`src/rtl/pipeline_hazard_ctrl.sv`:
```
// Pipeline sequencer for a 5-stage in-order core: RAW stall with bubble, redirect squash, post-reset fill.
// Optional perf counters are built when HAZARD_PERF_EN is defined.
module pipeline_hazard_ctrl #(
  parameter int unsigned RESET_CYCLES = 2,
  parameter int unsigned FLUSH_CYCLES = 1,
  parameter int unsigned RF_BYPASS    = 1
) (
  input  logic        i_clk,
  input  logic        i_reset,
  input  logic [31:0] i_instr_id,
  input  logic [31:0] i_instr_ex,
  input  logic [31:0] i_instr_mem,
  input  logic [31:0] i_instr_wb,
  input  logic        i_rd_wren_ex,
  input  logic        i_rd_wren_mem,
  input  logic        i_rd_wren_wb,
  input  logic        i_redirect,
  output logic        o_pc_enable,
  output logic        o_enable_if,
  output logic        o_enable_id,
  output logic        o_enable_ex,
  output logic        o_enable_mem,
  output logic        o_reset_if,
  output logic        o_reset_id,
  output logic        o_reset_ex,
  output logic        o_reset_mem,
  output logic [1:0]  o_state,
  output logic [31:0] o_stall_cnt,
  output logic [31:0] o_flush_cnt
);

  typedef enum logic [1:0] {
    HOLD  = 2'd0,
    RUN   = 2'd1,
    STALL = 2'd2,
    FLUSH = 2'd3
  } state_t;

  localparam logic [3:0] RESET_LOAD = 4'(RESET_CYCLES - 1);
  localparam logic [3:0] FLUSH_LOAD = (FLUSH_CYCLES > 1) ? 4'(FLUSH_CYCLES - 2) : 4'd0;
  localparam bit         WB_HAZARD  = (RF_BYPASS == 0);

  localparam logic [6:0] OP_LUI    = 7'b0110111;
  localparam logic [6:0] OP_AUIPC  = 7'b0010111;
  localparam logic [6:0] OP_JAL    = 7'b1101111;
  localparam logic [6:0] OP_RTYPE  = 7'b0110011;
  localparam logic [6:0] OP_STORE  = 7'b0100011;
  localparam logic [6:0] OP_BRANCH = 7'b1100011;

  state_t     state_q, state_d;
  logic [3:0] cnt_q, cnt_d;

  logic [6:0] opcode;
  logic [4:0] rs1, rs2;
  logic       rs1_used, rs2_used;
  logic       hazard_ex, hazard_mem, hazard_wb, hazard;

  assign opcode   = i_instr_id[6:0];
  assign rs1      = i_instr_id[19:15];
  assign rs2      = i_instr_id[24:20];
  assign rs1_used = !(opcode inside {OP_LUI, OP_AUIPC, OP_JAL});
  assign rs2_used = opcode inside {OP_RTYPE, OP_STORE, OP_BRANCH};

  // x0 is hardwired, so a source or destination of x0 never creates a dependency.
  function automatic logic producer_hit(input logic [4:0] src1, input logic use1,
                                        input logic [4:0] src2, input logic use2,
                                        input logic [31:0] instr, input logic wren);
    logic [4:0] rd;
    rd = instr[11:7];
    return wren && (rd != 5'd0) && ((use1 && (src1 == rd)) || (use2 && (src2 == rd)));
  endfunction

  assign hazard_ex  = producer_hit(rs1, rs1_used, rs2, rs2_used, i_instr_ex, i_rd_wren_ex);
  assign hazard_mem = producer_hit(rs1, rs1_used, rs2, rs2_used, i_instr_mem, i_rd_wren_mem);
  assign hazard_wb  = WB_HAZARD &&
                      producer_hit(rs1, rs1_used, rs2, rs2_used, i_instr_wb, i_rd_wren_wb);
  assign hazard     = hazard_ex || hazard_mem || hazard_wb;

  always_comb begin
    // NOTE: every signal written here gets a default first, so no path can infer a latch.
    state_d      = state_q;
    cnt_d        = cnt_q;
    o_pc_enable  = 1'b1;
    o_enable_if  = 1'b1;
    o_enable_id  = 1'b1;
    o_enable_ex  = 1'b1;
    o_enable_mem = 1'b1;
    o_reset_if   = 1'b1;
    o_reset_id   = 1'b1;
    o_reset_ex   = 1'b1;
    o_reset_mem  = 1'b1;

    case (state_q)
      HOLD: begin
        o_reset_if  = 1'b0;
        o_reset_id  = 1'b0;
        o_reset_ex  = 1'b0;
        o_reset_mem = 1'b0;
        if (cnt_q == 4'd0) state_d = RUN;
        else               cnt_d   = cnt_q - 4'd1;
      end
      RUN, STALL: begin
        if (i_redirect) begin
          o_reset_if = 1'b0;
          o_reset_id = 1'b0;
          o_reset_ex = 1'b0;
          if (FLUSH_CYCLES > 1) begin
            state_d = FLUSH;
            cnt_d   = FLUSH_LOAD;
          end else begin
            state_d = RUN;
          end
        end else if (hazard) begin
          // Hold PC and IF/ID so the consumer waits in ID; a NOP enters EX behind the producer.
          o_pc_enable = 1'b0;
          o_enable_if = 1'b0;
          o_reset_id  = 1'b0;
          state_d     = STALL;
        end else begin
          state_d = RUN;
        end
      end
      FLUSH: begin
        o_reset_if = 1'b0;
        o_reset_id = 1'b0;
        o_reset_ex = 1'b0;
        if (i_redirect)          cnt_d   = FLUSH_LOAD;
        else if (cnt_q == 4'd0)  state_d = RUN;
        else                     cnt_d   = cnt_q - 4'd1;
      end
      default: state_d = HOLD;
    endcase

    // Reset forces the fill pattern immediately and overrides any redirect or stall.
    if (i_reset) begin
      o_pc_enable  = 1'b1;
      o_enable_if  = 1'b1;
      o_enable_id  = 1'b1;
      o_enable_ex  = 1'b1;
      o_enable_mem = 1'b1;
      o_reset_if   = 1'b0;
      o_reset_id   = 1'b0;
      o_reset_ex   = 1'b0;
      o_reset_mem  = 1'b0;
    end
  end

  // NOTE: sequential state uses non-blocking assignments so every flop samples pre-edge values.
  always_ff @(posedge i_clk) begin
    if (i_reset) begin
      state_q <= HOLD;
      cnt_q   <= RESET_LOAD;
    end else begin
      state_q <= state_d;
      cnt_q   <= cnt_d;
    end
  end

  assign o_state = state_q;

`ifdef HAZARD_PERF_EN
  logic [31:0] stall_cnt_q, flush_cnt_q;
  logic        redirect_taken;

  assign redirect_taken = i_redirect && (state_q != HOLD);

  always_ff @(posedge i_clk) begin
    if (i_reset) begin
      stall_cnt_q <= 32'd0;
      flush_cnt_q <= 32'd0;
    end else begin
      if (!o_pc_enable && (state_q != HOLD)) stall_cnt_q <= stall_cnt_q + 32'd1;
      if (redirect_taken)                    flush_cnt_q <= flush_cnt_q + 32'd1;
    end
  end

  assign o_stall_cnt = stall_cnt_q;
  assign o_flush_cnt = flush_cnt_q;
`else
  assign o_stall_cnt = 32'd0;
  assign o_flush_cnt = 32'd0;
`endif

  // Immediate, funct and unrelated register fields do not influence sequencing.
  logic unused_instr_bits;
  assign unused_instr_bits = ^{i_instr_id[31:25], i_instr_id[14:7],
                               i_instr_ex[31:12], i_instr_ex[6:0],
                               i_instr_mem[31:12], i_instr_mem[6:0],
                               i_instr_wb[31:12], i_instr_wb[6:0]};

endmodule
```
`config.mk`:
```
export PLATFORM = sky130hd
export DESIGN_NAME = pipeline_hazard_ctrl
export DESIGN_NICKNAME = d
export VERILOG_FILES = /design/src/rtl/pipeline_hazard_ctrl.sv
export SDC_FILE = /design/constraint.sdc
export NUM_CORES = 1
export LEC_CHECK = 0
export CAP_MARGIN = 5
export CORE_AREA = 2 2 82 84
export DETAILED_ROUTE_END_ITERATION = 12
export DIE_AREA = 0 0 84 86
export DONT_BUFFER_PORTS = 1
export GPL_ROUTABILITY_DRIVEN = 0
export GPL_TIMING_DRIVEN = 0
export SETUP_SLACK_MARGIN = 0.2
export SYNTH_ARGS = -nofsm -noshare
export SYNTH_HDL_FRONTEND = slang
export SYNTH_SLANG_ARGS = --single-unit
```
`constraint.sdc`:
```
create_clock -name i_clk -period 4.8 [get_ports i_clk]
set_input_delay 0.24 -clock i_clk [delete_from_list [all_inputs] [get_ports i_clk]]
set_output_delay 0.24 -clock i_clk [all_outputs]
set_load 0.02 [all_outputs]
```
* Word-level counts from Yosys, hierarchy flattened
Index checks and enable logic that the tools add are counted.
** Storage, ports and cells
- Register bits after elaboration :: 6
- Bits in latches :: 0
- Bits in writable memories :: 0
- Memory bits (read-only) :: 0
- Input bits :: 134
- Memories kept :: 0
** Cells by class
- Add/sub/neg operators :: 1
- Multipliers :: 0
- Divide/modulo/power cells :: 0
- Magnitude comparators :: 0
- Eq/ne operators :: 14
- Shift-type cells :: 0
- Muxes and demuxes :: 20
- Bitwise gates (word level) :: 0
- Reduce and logical (&&, ||, !) cells :: 21
** Operators by type and width (number)
- 7-bit by 6-bit == test with 1-bit output, second input constant :: 3
- 5-bit == test :: 4
- 7-bit == test, second input constant :: 2
- 1-bit two-way mux :: 10
- 5-bit nonzero test :: 2
- 1-bit logical AND :: 8
- 2-bit two-way mux :: 4
- 4-bit two-way mux :: 2
- 4-bit case mux with 2 select lines :: 1
- 7-bit by 5-bit == test with 1-bit output, second input constant :: 1
- 2-bit case mux with 3 select lines :: 1
- 3-bit nonzero test :: 2
- 2-bit == test, second input constant :: 2
- 4-bit logical NOT :: 1
- 1-bit case mux with 2 select lines :: 2
- 2-bit OR reduction :: 2
- 4-bit by 1-bit subtractor with 4-bit output, second input constant :: 1
- 1-bit logical OR :: 3
- 2-bit by 1-bit == test with 1-bit output, second input constant :: 1
- 2-bit logical NOT :: 1
- 2-bit inequality test, second input constant :: 1
- 2-bit nonzero test :: 1
- 1-bit logical NOT :: 1

* Logic depth before layout (Yosys ltp)
- Word-level depth :: 11
- Depth in mapped cells :: 7
- Gate-level depth less buffers :: 7

* Least setup slack after synthesis
OpenSTA, ideal clock, no wires.
- Kind :: register to output
- Start :: register state_q[0], in the netlist o_state[0]
- End :: output port o_pc_enable
- Data arrival time :: 2.032 ns
- Slack :: 2.528 ns
- Cell stages (with the launch flop) :: 8
- Path buffers :: 1
- Cells stage by stage :: dfxtp_1 -> inv_1 -> ha_1 -> inv_1 -> or3_1 -> inv_1 -> o21ai_1 -> buf_4
** On the way
- Word-level cells in the longest chain between the ends :: 4
** Ends and longest elaborated chain
- from (decl) :: RTL line 50 : state_t state_q, state_d;
- from (signal assigned) :: RTL line 154 : state_q <= state_d;
- 2-bit by 1-bit == test with 1-bit output / 2-bit == test (equally long branches)
- 2-bit OR reduction *
- 1-bit two-way mux * (2 in a row)
- to (decl) :: RTL line 18 : output logic o_pc_enable,
Every way passes the cells marked *; elsewhere a longest branch is shown, timed or not.

* Worst setup path after layout
Ends and elaborated chain as after synthesis.

==> results_dict.tcl <==
set metrics [dict create \
    clock_sinks 6 \
    antenna_found_initial 0 \
    r2r_end "o_state[1]$_SDFFE_PP0P_" \
    reg2reg_from "o_state[0]$_SDFFE_PP0P_" \
    final_cell_mix "69 x buf_4, 67 x conb_1, 17 x xnor2_1" \
    setup_violations 0 \
    p_sw_uw 147 \
    route.detailed.drc 0 \
    n_antenna_cell 0 \
    synth_cell_types 29 \
    swShare 0.423 \
    final_common_cell "buf_4" \
    ys_ff_latch 6 \
    status "completed" \
    powerDensity_mw_per_mm2 218 \
    worst_pin_slew_ns 0.704 \
    dieWidth_microns 84 \
    rsz0062_at_grt "no" \
    finalCriticalPeriod_ns 2.76 \
    p_comb_frac 0.553 \
    avgViaCountPerCell 3.33 \
    drt_iter0_drc 49 \
    netlist_area_sq_mm 0.00121 \
    critPathMaxFanout 6 \
    period_share 0.574 \
    intPower_uw 201 \
    pwr-share-clk 0.220 \
    cts_setup_buffers 0 \
    routed_wl_microns 2510 \
    cts_tree "built" \
    die_y_microns 86 \
    yosys_warnings 0 \
    hold_violations 0 \
    placementRows 29 \
    min_from "i_reset" \
    synthCells 158 \
    drv_slew 0 \
    overflow 0 \
    cts_resized 0 \
    ys_seq_area_frac 0.0990 \
    area_growth_pct 31.4 \
    ir_drop_mv 0.0610 \
    grt_pass1_wl_microns 3700 \
    finalNetCount 365 \
    worstHoldPathCells 1 \
    dieArea_sq_mm 0.00722 \
    globalRouteTotalUtil 0.0659 \
    reg2reg_slack_ns 2.80 \
    clk_pin_slew_ns 0.04 \
    grt_pass1_vias 847 \
    first_pass_iters 4 \
    holdWs_ns 0.0790 \
    cp-start-kind "register" \
    ctsHoldBuffers 0 \
    drive_above_1_share 0.336 \
    core_sq_mm 0.00628 \
    finalSetupTns_ns 0 \
    cts_max_level 1 \
    cts_buffer_depth 2 \
    avgSynthCellArea_sq_um 7.68 \
    relSlewSlack 0.527 \
    ff2ff_path_depth 6 \
    fmax_mhz 363 \
    cp.required_ns 4.56 \
    start_util 0.193 \
    power_leakage_nw 0.848 \
    cp-end-kind "output port" \
    ant_nets 0 \
    ios 209 \
    whs_endpoint "cnt_q[2]$_SDFFE_PP0P_" \
    vias 1010 \
    wire_per_inst_microns 8.29 \
    seqPwrFrac 0.227 \
    skew_ns 0.00342 \
    port_buffers 0 \
    hp-class "in -> reg" \
    clk_latency_ns 0.23 \
    dpl.hpwl_microns 2340 \
    worst-setup-path-type "reg -> out" \
    cts_made_buffers 3 \
    maxCapViolCount 0 \
    p_total_uw 348 \
    cts_root_buf "clkbuf_8" \
    critPathArrivalTime_ns 2.52 \
    grt_max_degree 9 \
]
## per-layer routing
metal	part of all wire	global-route usage	vias up
met5	0	0	-
met2	0.46	0.118	87
met3	0.20	0.0472	5
met4	0.018	0.0308	0
met1	0.32	0.0551	389
li1	-	-	529
## flip-flops by register name, summed over array words and instances (netlist names)
name	count
o_state	2
cnt_q	4
## cell type report
| class | instances | area (sq um) |
|---|---|---|
| fillers | 696 | 4680 |
| multi-input cells | 140 | 790 |
| plain buffers | 69 | 518 |
| flip-flops and latches | 6 | 120 |
| well taps | 77 | 96.3 |
| clock buffers | 3 | 41.3 |
| inverters | 8 | 30.0 |
## worst max path at each step
| stage | from | to | slack (ns) | cells after the start |
|---|---|---|---|---|
| 3_3_place_gp | o_state[1]$_SDFFE_PP0P_ | o_pc_enable | 2.27 | 7 |
| 3_5_place_dp | o_state[0]$_SDFFE_PP0P_ | o_pc_enable | 2.27 | 7 |
| 6_report | o_state[0]$_SDFFE_PP0P_ | o_pc_enable | 2.04 | 7 |
| 2_1_floorplan | o_state[0]$_SDFFE_PP0P_ | o_pc_enable | 2.53 | 7 |
| 4_1_cts | o_state[0]$_SDFFE_PP0P_ | o_pc_enable | 2.02 | 7 |
| 5_1_grt | o_state[0]$_SDFFE_PP0P_ | o_pc_enable | 1.92 | 7 |
## power by group through the flow
| stage | Clock (mW) | Combinational (mW) | Sequential (mW) |
|---|---|---|---|
| floorplan | 0 | 0.176 | 0.0770 |
| global placement | 0 | 0.189 | 0.0798 |
| detailed placement | 0 | 0.191 | 0.0800 |
| CTS | 0.0795 | 0.191 | 0.0793 |
| global route | 0.0824 | 0.213 | 0.0812 |
| finish | 0.0765 | 0.192 | 0.0791 |
## cells in the mapped netlist (all sizes together)
cell type,instances,area [sq um]
buf,69,518
xnor2,17,149
a21oi,8,40.0
inv,8,30.0
dfxtp,6,120
nand3,5,25.0
o21ai,5,28.8
or4,5,45.0
nand2,4,15.0
nand4,4,25.0
xor2,4,35.0
ha,3,37.5
nor2,3,11.3
nor3,3,15.0
a2111oi,2,36.3
conb,2,7.51
o21bai,2,15.0
a211o,1,8.76
a211oi,1,7.51
a311oi,1,8.76
nand2b,1,6.26
nor2b,1,6.26
nor3b,1,7.51
o41ai,1,8.76
or3,1,6.26
## stage by stage
step	worst slack, ns	util	cells	area, sq um
after detailed placement	2.27	0.248	300	1550
after global routing	1.92	0.254	303	1600
after global placement	2.27	0.248	300	1550
after floorplan	2.53	-	223	1460
after CTS	2.02	0.254	303	1600
final	2.04	0.254	303	1600
## critical path, stage by stage (launching register included)
cell and delay (ns):
dfxtp_1 0.49, inv_1 0.08, ha_1 0.39, inv_1 0.13, or3_1 0.42, inv_1 0.25
o21ai_1 0.27, buf_4 0.25
## cells by family (layout without fill, tap and decap cells)
| family | Yosys count | after routing | synth area share |
|---|---|---|---|
| AOI/OAI and AO/OA | 21 | 21 | 0.127 |
| xor gates and xnor gates | 21 | 21 | 0.152 |
| adders and majority gates | 3 | 3 | 0.0309 |
| other | 2 | 67 | 0.00619 |
| and+or+nand+nor | 28 | 28 | 0.134 |
| DFF | 6 | 6 | 0.0990 |
| buffers and inverters | 77 | 80 | 0.452 |
(Power assumes the default switching activity.)
